[src/rtl/hazard_ctrl_if.sv]
// Pipeline-side hazard signals between the pipelined controller/datapath and the hazard unit.
interface hazard_ctrl_if;
  logic [3:0] RA1D, RA2D, RA1E, RA2E;
  logic [3:0] WA3E, WA3M, WA3W;
  logic       RegWriteM, RegWriteW;
  logic       MemtoRegE, BranchTakenE, PCWrPendingF, PCSrcW;
  logic [1:0] ForwardAE, ForwardBE;
  logic       StallF, StallD, FlushD, FlushE;

  modport master (
    output RA1D, RA2D, RA1E, RA2E, WA3E, WA3M, WA3W,
    output RegWriteM, RegWriteW, MemtoRegE, BranchTakenE, PCWrPendingF, PCSrcW,
    input  ForwardAE, ForwardBE, StallF, StallD, FlushD, FlushE
  );

  modport slave (
    input  RA1D, RA2D, RA1E, RA2E, WA3E, WA3M, WA3W,
    input  RegWriteM, RegWriteW, MemtoRegE, BranchTakenE, PCWrPendingF, PCSrcW,
    output ForwardAE, ForwardBE, StallF, StallD, FlushD, FlushE
  );
endinterface

[src/rtl/hazard_ctrl.sv]
// Hazard unit: forwarding, load-use stall, redirect flushes, debug-halt drain
// handshake and saturating hazard performance counters.
module hazard_ctrl #(
  parameter int unsigned CNT_W     = 16,
  parameter int unsigned DRAIN_CYC = 3
) (
  input  logic             clk,
  input  logic             reset,
  hazard_ctrl_if.slave     hz,
  input  logic             halt_req,
  input  logic             cnt_clr,
  output logic             halt_ack,
  output logic [CNT_W-1:0] ldstall_cnt,
  output logic [CNT_W-1:0] flush_cnt,
  output logic [CNT_W-1:0] pcwait_cnt
);

  localparam logic [1:0] RUN    = 2'd0;
  localparam logic [1:0] DRAIN  = 2'd1;
  localparam logic [1:0] HALTED = 2'd2;

  localparam int unsigned  DW   = (DRAIN_CYC > 1) ? $clog2(DRAIN_CYC) : 1;
  localparam logic [DW-1:0] LAST = DW'(DRAIN_CYC - 1);

  logic [1:0]    state;
  logic [DW-1:0] dcnt;
  logic          ldstall;

  // R15 reads the PC, so it is never a forwarding target.
  function automatic logic [1:0] fwd_sel(input logic [3:0] ra, input logic [3:0] wm,
                                         input logic [3:0] ww, input logic rwm,
                                         input logic rww);
    if (ra == 4'd15)            return 2'b00;
    else if (rwm && (ra == wm)) return 2'b10;
    else if (rww && (ra == ww)) return 2'b01;
    else                        return 2'b00;
  endfunction

  always_comb begin
    hz.ForwardAE = fwd_sel(hz.RA1E, hz.WA3M, hz.WA3W, hz.RegWriteM, hz.RegWriteW);
    hz.ForwardBE = fwd_sel(hz.RA2E, hz.WA3M, hz.WA3W, hz.RegWriteM, hz.RegWriteW);
  end

  assign ldstall = hz.MemtoRegE && ((hz.RA1D == hz.WA3E) || (hz.RA2D == hz.WA3E));

  always_comb begin
    hz.StallD = ldstall;
    hz.StallF = ldstall | hz.PCWrPendingF;
    hz.FlushD = hz.PCWrPendingF | hz.PCSrcW | hz.BranchTakenE;
    hz.FlushE = ldstall | hz.BranchTakenE;
    if (state != RUN) begin
      hz.StallF = 1'b1;
      hz.StallD = 1'b1;
      hz.FlushE = 1'b1;
      hz.FlushD = 1'b0;
    end
  end

  assign halt_ack = (state == HALTED);

  always_ff @(posedge clk or negedge reset) begin
    if (!reset) begin
      state <= RUN;
      dcnt  <= '0;
    end else begin
      case (state)
        RUN: begin
          // Halt waits until any redirect has been taken so it never splits one.
          if (halt_req && !hz.PCWrPendingF && !hz.BranchTakenE)
            state <= DRAIN;
        end
        DRAIN: begin
          if (dcnt == LAST) begin
            state <= HALTED;
            dcnt  <= '0;
          end else begin
            dcnt <= dcnt + 1'b1;
          end
        end
        HALTED: begin
          if (!halt_req)
            state <= RUN;
        end
        default: state <= RUN;
      endcase
    end
  end

  logic ld_inc, fl_inc, pw_inc;
  assign ld_inc = (state == RUN) && ldstall;
  assign fl_inc = (state == RUN) && hz.BranchTakenE;
  assign pw_inc = hz.PCWrPendingF && !ldstall;

  always_ff @(posedge clk or negedge reset) begin
    if (!reset) begin
      ldstall_cnt <= '0;
      flush_cnt   <= '0;
      pcwait_cnt  <= '0;
    end else if (cnt_clr) begin
      ldstall_cnt <= '0;
      flush_cnt   <= '0;
      pcwait_cnt  <= '0;
    end else begin
      if (ld_inc && !(&ldstall_cnt)) ldstall_cnt <= ldstall_cnt + 1'b1;
      if (fl_inc && !(&flush_cnt))   flush_cnt   <= flush_cnt + 1'b1;
      if (pw_inc && !(&pcwait_cnt))  pcwait_cnt  <= pcwait_cnt + 1'b1;
    end
  end

endmodule

[src/flat_wrapper.sv]
// flat-port wrapper written by rule: the top's interface ports become plain ports
module hazard_ctrl_flat 
#(
  parameter int unsigned CNT_W     = 16,
  parameter int unsigned DRAIN_CYC = 3
)
  (clk, reset, halt_req, cnt_clr, halt_ack, ldstall_cnt, flush_cnt, pcwait_cnt, hz_RA1D, hz_RA2D, hz_RA1E, hz_RA2E, hz_WA3E, hz_WA3M, hz_WA3W, hz_RegWriteM, hz_RegWriteW, hz_MemtoRegE, hz_BranchTakenE, hz_PCWrPendingF, hz_PCSrcW, hz_ForwardAE, hz_ForwardBE, hz_StallF, hz_StallD, hz_FlushD, hz_FlushE);
  hazard_ctrl_if hz_i ();
  input  logic clk;
  input  logic reset;
  input  logic halt_req;
  input  logic cnt_clr;
  output logic halt_ack;
  output logic [CNT_W-1:0] ldstall_cnt;
  output logic [CNT_W-1:0] flush_cnt;
  output logic [CNT_W-1:0] pcwait_cnt;
  input wire logic [$bits(hz_i.RA1D)-1:0] hz_RA1D;
  input wire logic [$bits(hz_i.RA2D)-1:0] hz_RA2D;
  input wire logic [$bits(hz_i.RA1E)-1:0] hz_RA1E;
  input wire logic [$bits(hz_i.RA2E)-1:0] hz_RA2E;
  input wire logic [$bits(hz_i.WA3E)-1:0] hz_WA3E;
  input wire logic [$bits(hz_i.WA3M)-1:0] hz_WA3M;
  input wire logic [$bits(hz_i.WA3W)-1:0] hz_WA3W;
  input wire logic [$bits(hz_i.RegWriteM)-1:0] hz_RegWriteM;
  input wire logic [$bits(hz_i.RegWriteW)-1:0] hz_RegWriteW;
  input wire logic [$bits(hz_i.MemtoRegE)-1:0] hz_MemtoRegE;
  input wire logic [$bits(hz_i.BranchTakenE)-1:0] hz_BranchTakenE;
  input wire logic [$bits(hz_i.PCWrPendingF)-1:0] hz_PCWrPendingF;
  input wire logic [$bits(hz_i.PCSrcW)-1:0] hz_PCSrcW;
  output wire logic [$bits(hz_i.ForwardAE)-1:0] hz_ForwardAE;
  output wire logic [$bits(hz_i.ForwardBE)-1:0] hz_ForwardBE;
  output wire logic [$bits(hz_i.StallF)-1:0] hz_StallF;
  output wire logic [$bits(hz_i.StallD)-1:0] hz_StallD;
  output wire logic [$bits(hz_i.FlushD)-1:0] hz_FlushD;
  output wire logic [$bits(hz_i.FlushE)-1:0] hz_FlushE;
  assign hz_i.RA1D = hz_RA1D;
  assign hz_i.RA2D = hz_RA2D;
  assign hz_i.RA1E = hz_RA1E;
  assign hz_i.RA2E = hz_RA2E;
  assign hz_i.WA3E = hz_WA3E;
  assign hz_i.WA3M = hz_WA3M;
  assign hz_i.WA3W = hz_WA3W;
  assign hz_i.RegWriteM = hz_RegWriteM;
  assign hz_i.RegWriteW = hz_RegWriteW;
  assign hz_i.MemtoRegE = hz_MemtoRegE;
  assign hz_i.BranchTakenE = hz_BranchTakenE;
  assign hz_i.PCWrPendingF = hz_PCWrPendingF;
  assign hz_i.PCSrcW = hz_PCSrcW;
  assign hz_ForwardAE = hz_i.ForwardAE;
  assign hz_ForwardBE = hz_i.ForwardBE;
  assign hz_StallF = hz_i.StallF;
  assign hz_StallD = hz_i.StallD;
  assign hz_FlushD = hz_i.FlushD;
  assign hz_FlushE = hz_i.FlushE;
  hazard_ctrl #(.CNT_W(CNT_W), .DRAIN_CYC(DRAIN_CYC)) u_core (.clk(clk), .reset(reset), .hz(hz_i), .halt_req(halt_req), .cnt_clr(cnt_clr), .halt_ack(halt_ack), .ldstall_cnt(ldstall_cnt), .flush_cnt(flush_cnt), .pcwait_cnt(pcwait_cnt));
endmodule
[config.mk]
export PLATFORM = sky130hd
export DESIGN_NAME = hazard_ctrl_flat
export DESIGN_NICKNAME = d
export VERILOG_FILES = /design/src/rtl/hazard_ctrl_if.sv /design/src/rtl/hazard_ctrl.sv /design/src/flat_wrapper.sv
export SDC_FILE = /design/constraint.sdc
export NUM_CORES = 1
export LEC_CHECK = 0
export ABC_AREA = 1
export ABC_CLOCK_PERIOD_IN_PS = 1700
export CAP_MARGIN = 0
export CORE_MARGIN = 2
export CORE_UTILIZATION = 45
export DETAILED_ROUTE_END_ITERATION = 12
export PLACE_DENSITY_LB_ADDON = 0.3
export SYNTH_ARGS = -nofsm -noshare
export SYNTH_HDL_FRONTEND = slang
export SYNTH_SLANG_ARGS = --single-unit
[constraint.sdc]
create_clock -name clk -period 1.7 [get_ports clk]
set_input_delay 0.51 -clock clk [delete_from_list [all_inputs] [get_ports clk]]
set_output_delay 0.51 -clock clk [all_outputs]
set_load 0.01 [all_outputs]
==> flow_metrics.py <==
metrics = {
    "run_status": {
        "status": "complete, but fails checks",
        "failed_checks": "negative setup slack",
    },
    "drt": {
        "drtIter0Drc": 185,
        "vias_per_cell": 5.22,
        "first_pass_iters": 5,
        "wl_mm": 11.3,
        "vias": 4347,
        "ant_nets": 0,
        "drt-wirelength-per-cell_um": 13.6,
        "drc_errors": 0,
    },
    "timing": {
        "maxSlewHeadroom_pct": 76.3,
        "fin_ws_ns": -0.248,
        "setup_viol": 7,
        "fin_setup_tns_ns": -1.08,
        "maxSlewViolCount": 0,
        "timing.final.crit_period_ns": 1.95,
        "fin_skew_ns": 0.0192,
        "worst_slew_pin_slew_ns": 0.354,
        "finalHoldViolCount": 0,
        "clock.fmax_mhz": 513,
        "min_period_over_period_pct": 115,
        "rsz0062_at_grt": "true",
    },
    "logic_synthesis": {
        "synth_top_area_share_pct": 34.8,
        "synth_common_cells": "nand2_1, nand3_1, nor2_1, inv_1, dfrtp_1",
        "synth_nets": 600,
        "netlist_area_um2": 3740,
        "yosysMostFrequentCell": "nand2_1",
        "yosys_warnings": 0,
        "syn_inst": 559,
        "ys_seq_area_share_pct": 34.8,
        "synth.distinct_cells": 39,
        "synth-seq-cells": 52,
        "synth_top_cell_by_area": "dfrtp_1",
        "async_flop_share_pct": 100,
        "synth-edff-count": 0,
        "synthFlopType": "dfrtp_1",
        "synthTopCellsByArea": "dfrtp_1, nand2_1, nand3_1",
        "avgSynthCellArea_um2": 6.69,
    },
    "cts": {
        "numCtsBuffers": 5,
        "htree_levels": 2,
        "clk_pin_slew_ns": 0.11,
        "cts_tree": "done",
        "clock-sinks": 52,
        "cts_buffer_depth": 2,
        "clk_latency_ns": 0.32,
        "cts_hold_buf": 0,
        "ctsRootBufferMaster": "clkbuf_8",
    },
    "global_route": {
        "grt.overflow.total": 0,
        "grt_pass1_vias": 4135,
        "grt_max_degree": 53,
        "grt_pass1_wl_mm": 17.8,
        "grt_use_total_pct": 24.4,
        "antenna_found_initial": 0,
    },
    "hold_path": {
        "hold_path.class": "input pin to async pin",
    },
    "floorplan": {
        "die_y_um": 95.2,
        "die_x_um": 95.2,
        "die-area_um2": 9050,
        "core-area_um2": 8130,
        "num_rows": 33,
        "ios": 95,
        "initial_core_util_pct": 46.0,
    },
    "final_layout": {
        "antenna_cells": 0,
        "syn2layout_area_growth_pct": 50.4,
        "drive_gt1_share_pct": 29.6,
        "final_nets": 767,
        "fin_area_um2": 5620,
    },
    "critical_path": {
        "cpPeakStageDelay_ns": 0.24,
        "start_kind": "input pin",
        "arrival_ns": 1.44,
        "worstSetupPathType": "input pin to output port",
        "cp_cell_sequence": "buf_4 > inv_1 > nor2_1 > nor3_2 > o2111ai_2 > nor2_1 > buf_2",
        "path_common_cell": "nor2_1",
        "worstPathRequired_ns": 1.19,
        "slowest_stage": "nor3_2",
        "cp_num_buf_inv": 3,
        "end_kind": "output port",
        "critical_path.top_delay_family": "simple AND/OR/NAND/NOR gates",
        "worstPathMaxFanout": 5,
    },
    "placement": {
        "portBuffers": 94,
        "place.gp.congestion": 0.930,
        "dpl_cell_area_um2": 5040,
        "dp.final_hpwl_mm": 7.56,
    },
    "pwr": {
        "vdd_drop_max_uv": 531,
        "powerDensity_nw_per_um2": 578,
        "power_w": 0.00325,
        "leakagePower_nw": 3.08,
    },
    "run": {
        "max_cap_viol_count": 0,
    },
}
## per-layer routing
layer  track usage (%)  routed length, um
met5                 0                  0
met4              10.5                302
met3              4.35                710
met2              42.7               5630
met1              29.4               4670
## path summary, 6_finish.rpt
kind / from / endpoint / slack [ns] / depth (start not counted)
worst max-delay path: hz_RA1E[0] / hz_ForwardAE[1] / -0.25 / 7
worst min-delay path: reset / u_core.flush_cnt[10] / 0.17 / 2
worst max register to register: u_core.flush_cnt[10] / u_core.flush_cnt[11] / 0.08 / 9
worst min register to register: u_core.dcnt[1] / u_core.state[0] / 0.54 / 3
max in group asynchronous: reset / u_core.flush_cnt[3] / 1.27 / 2
min in group clk: u_core.dcnt[1] / u_core.state[0] / 0.54 / 3
## sequential cells by signal, indices dropped and copies added, names as in the netlist
signal / cells
u_core.flush_cnt: 16
u_core.ldstall_cnt: 16
u_core.pcwait_cnt: 16
u_core.dcnt: 2
u_core.state: 2
## cell families (layout without fill, tap and decap cells)
logic type,count (synthesis),after routing,synth area share [%]
and+or+nand+nor,366,366,43.3
DFF,52,52,34.8
adders and majority gates,3,3,1.00
AOI/OAI and AO/OA,27,27,4.38
xor gates and xnor gates,32,32,7.50
buffers and inverters,79,247,9.04
## layout by cell type, fill, tap and decap left out, types with 8 or more instances in the layout
cell type      count
nand2_1          157
nor2_2             8
buf_4             77
inv_2             15
buf_6             18
dfrtp_2           13
nand4_1           24
nand2_2           14
dfrtp_1           39
nor2_1            64
buf_2             15
inv_1             43
nand3_1           74
xor2_1            24
dlygate4sd2_1     51
## through the flow
step	worst slack [ns]	utilization, %	std cells	hold slack, ns
after floorplan	0.0239	-	559	0.214
after global placement	-0.988	61.9	779	0.524
after detailed placement	-1.05	61.9	779	0.526
after CTS	-0.177	66.6	828	0.187
after global routing	-0.286	69.1	832	0.182
final	-0.248	69.1	832	0.170
## what timing repair did
action                                  CTS  global route
endpoints found under the hold margin     0             0
pin swaps                                35            38
endpoints found under the setup margin   89            55
buffers inserted                         41             4
gates resized for setup                 283            49
## cell type report
type	instances	area [um2]
clock buffers	5	68.8
clock inverters	3	18.8
fillers	669	2510
inverters	64	260
multi-input cells	428	2310
flip-flops and latches	52	1320
well taps	105	131
repair buffers	175	1510
## where the power goes
group          switching [W]  internal [W]
Clock               0.000434      0.000289
Sequential         0.0000313       0.00130
Combinational       0.000645      0.000554
No activity file was read; power rests on OpenSTA's default activity.
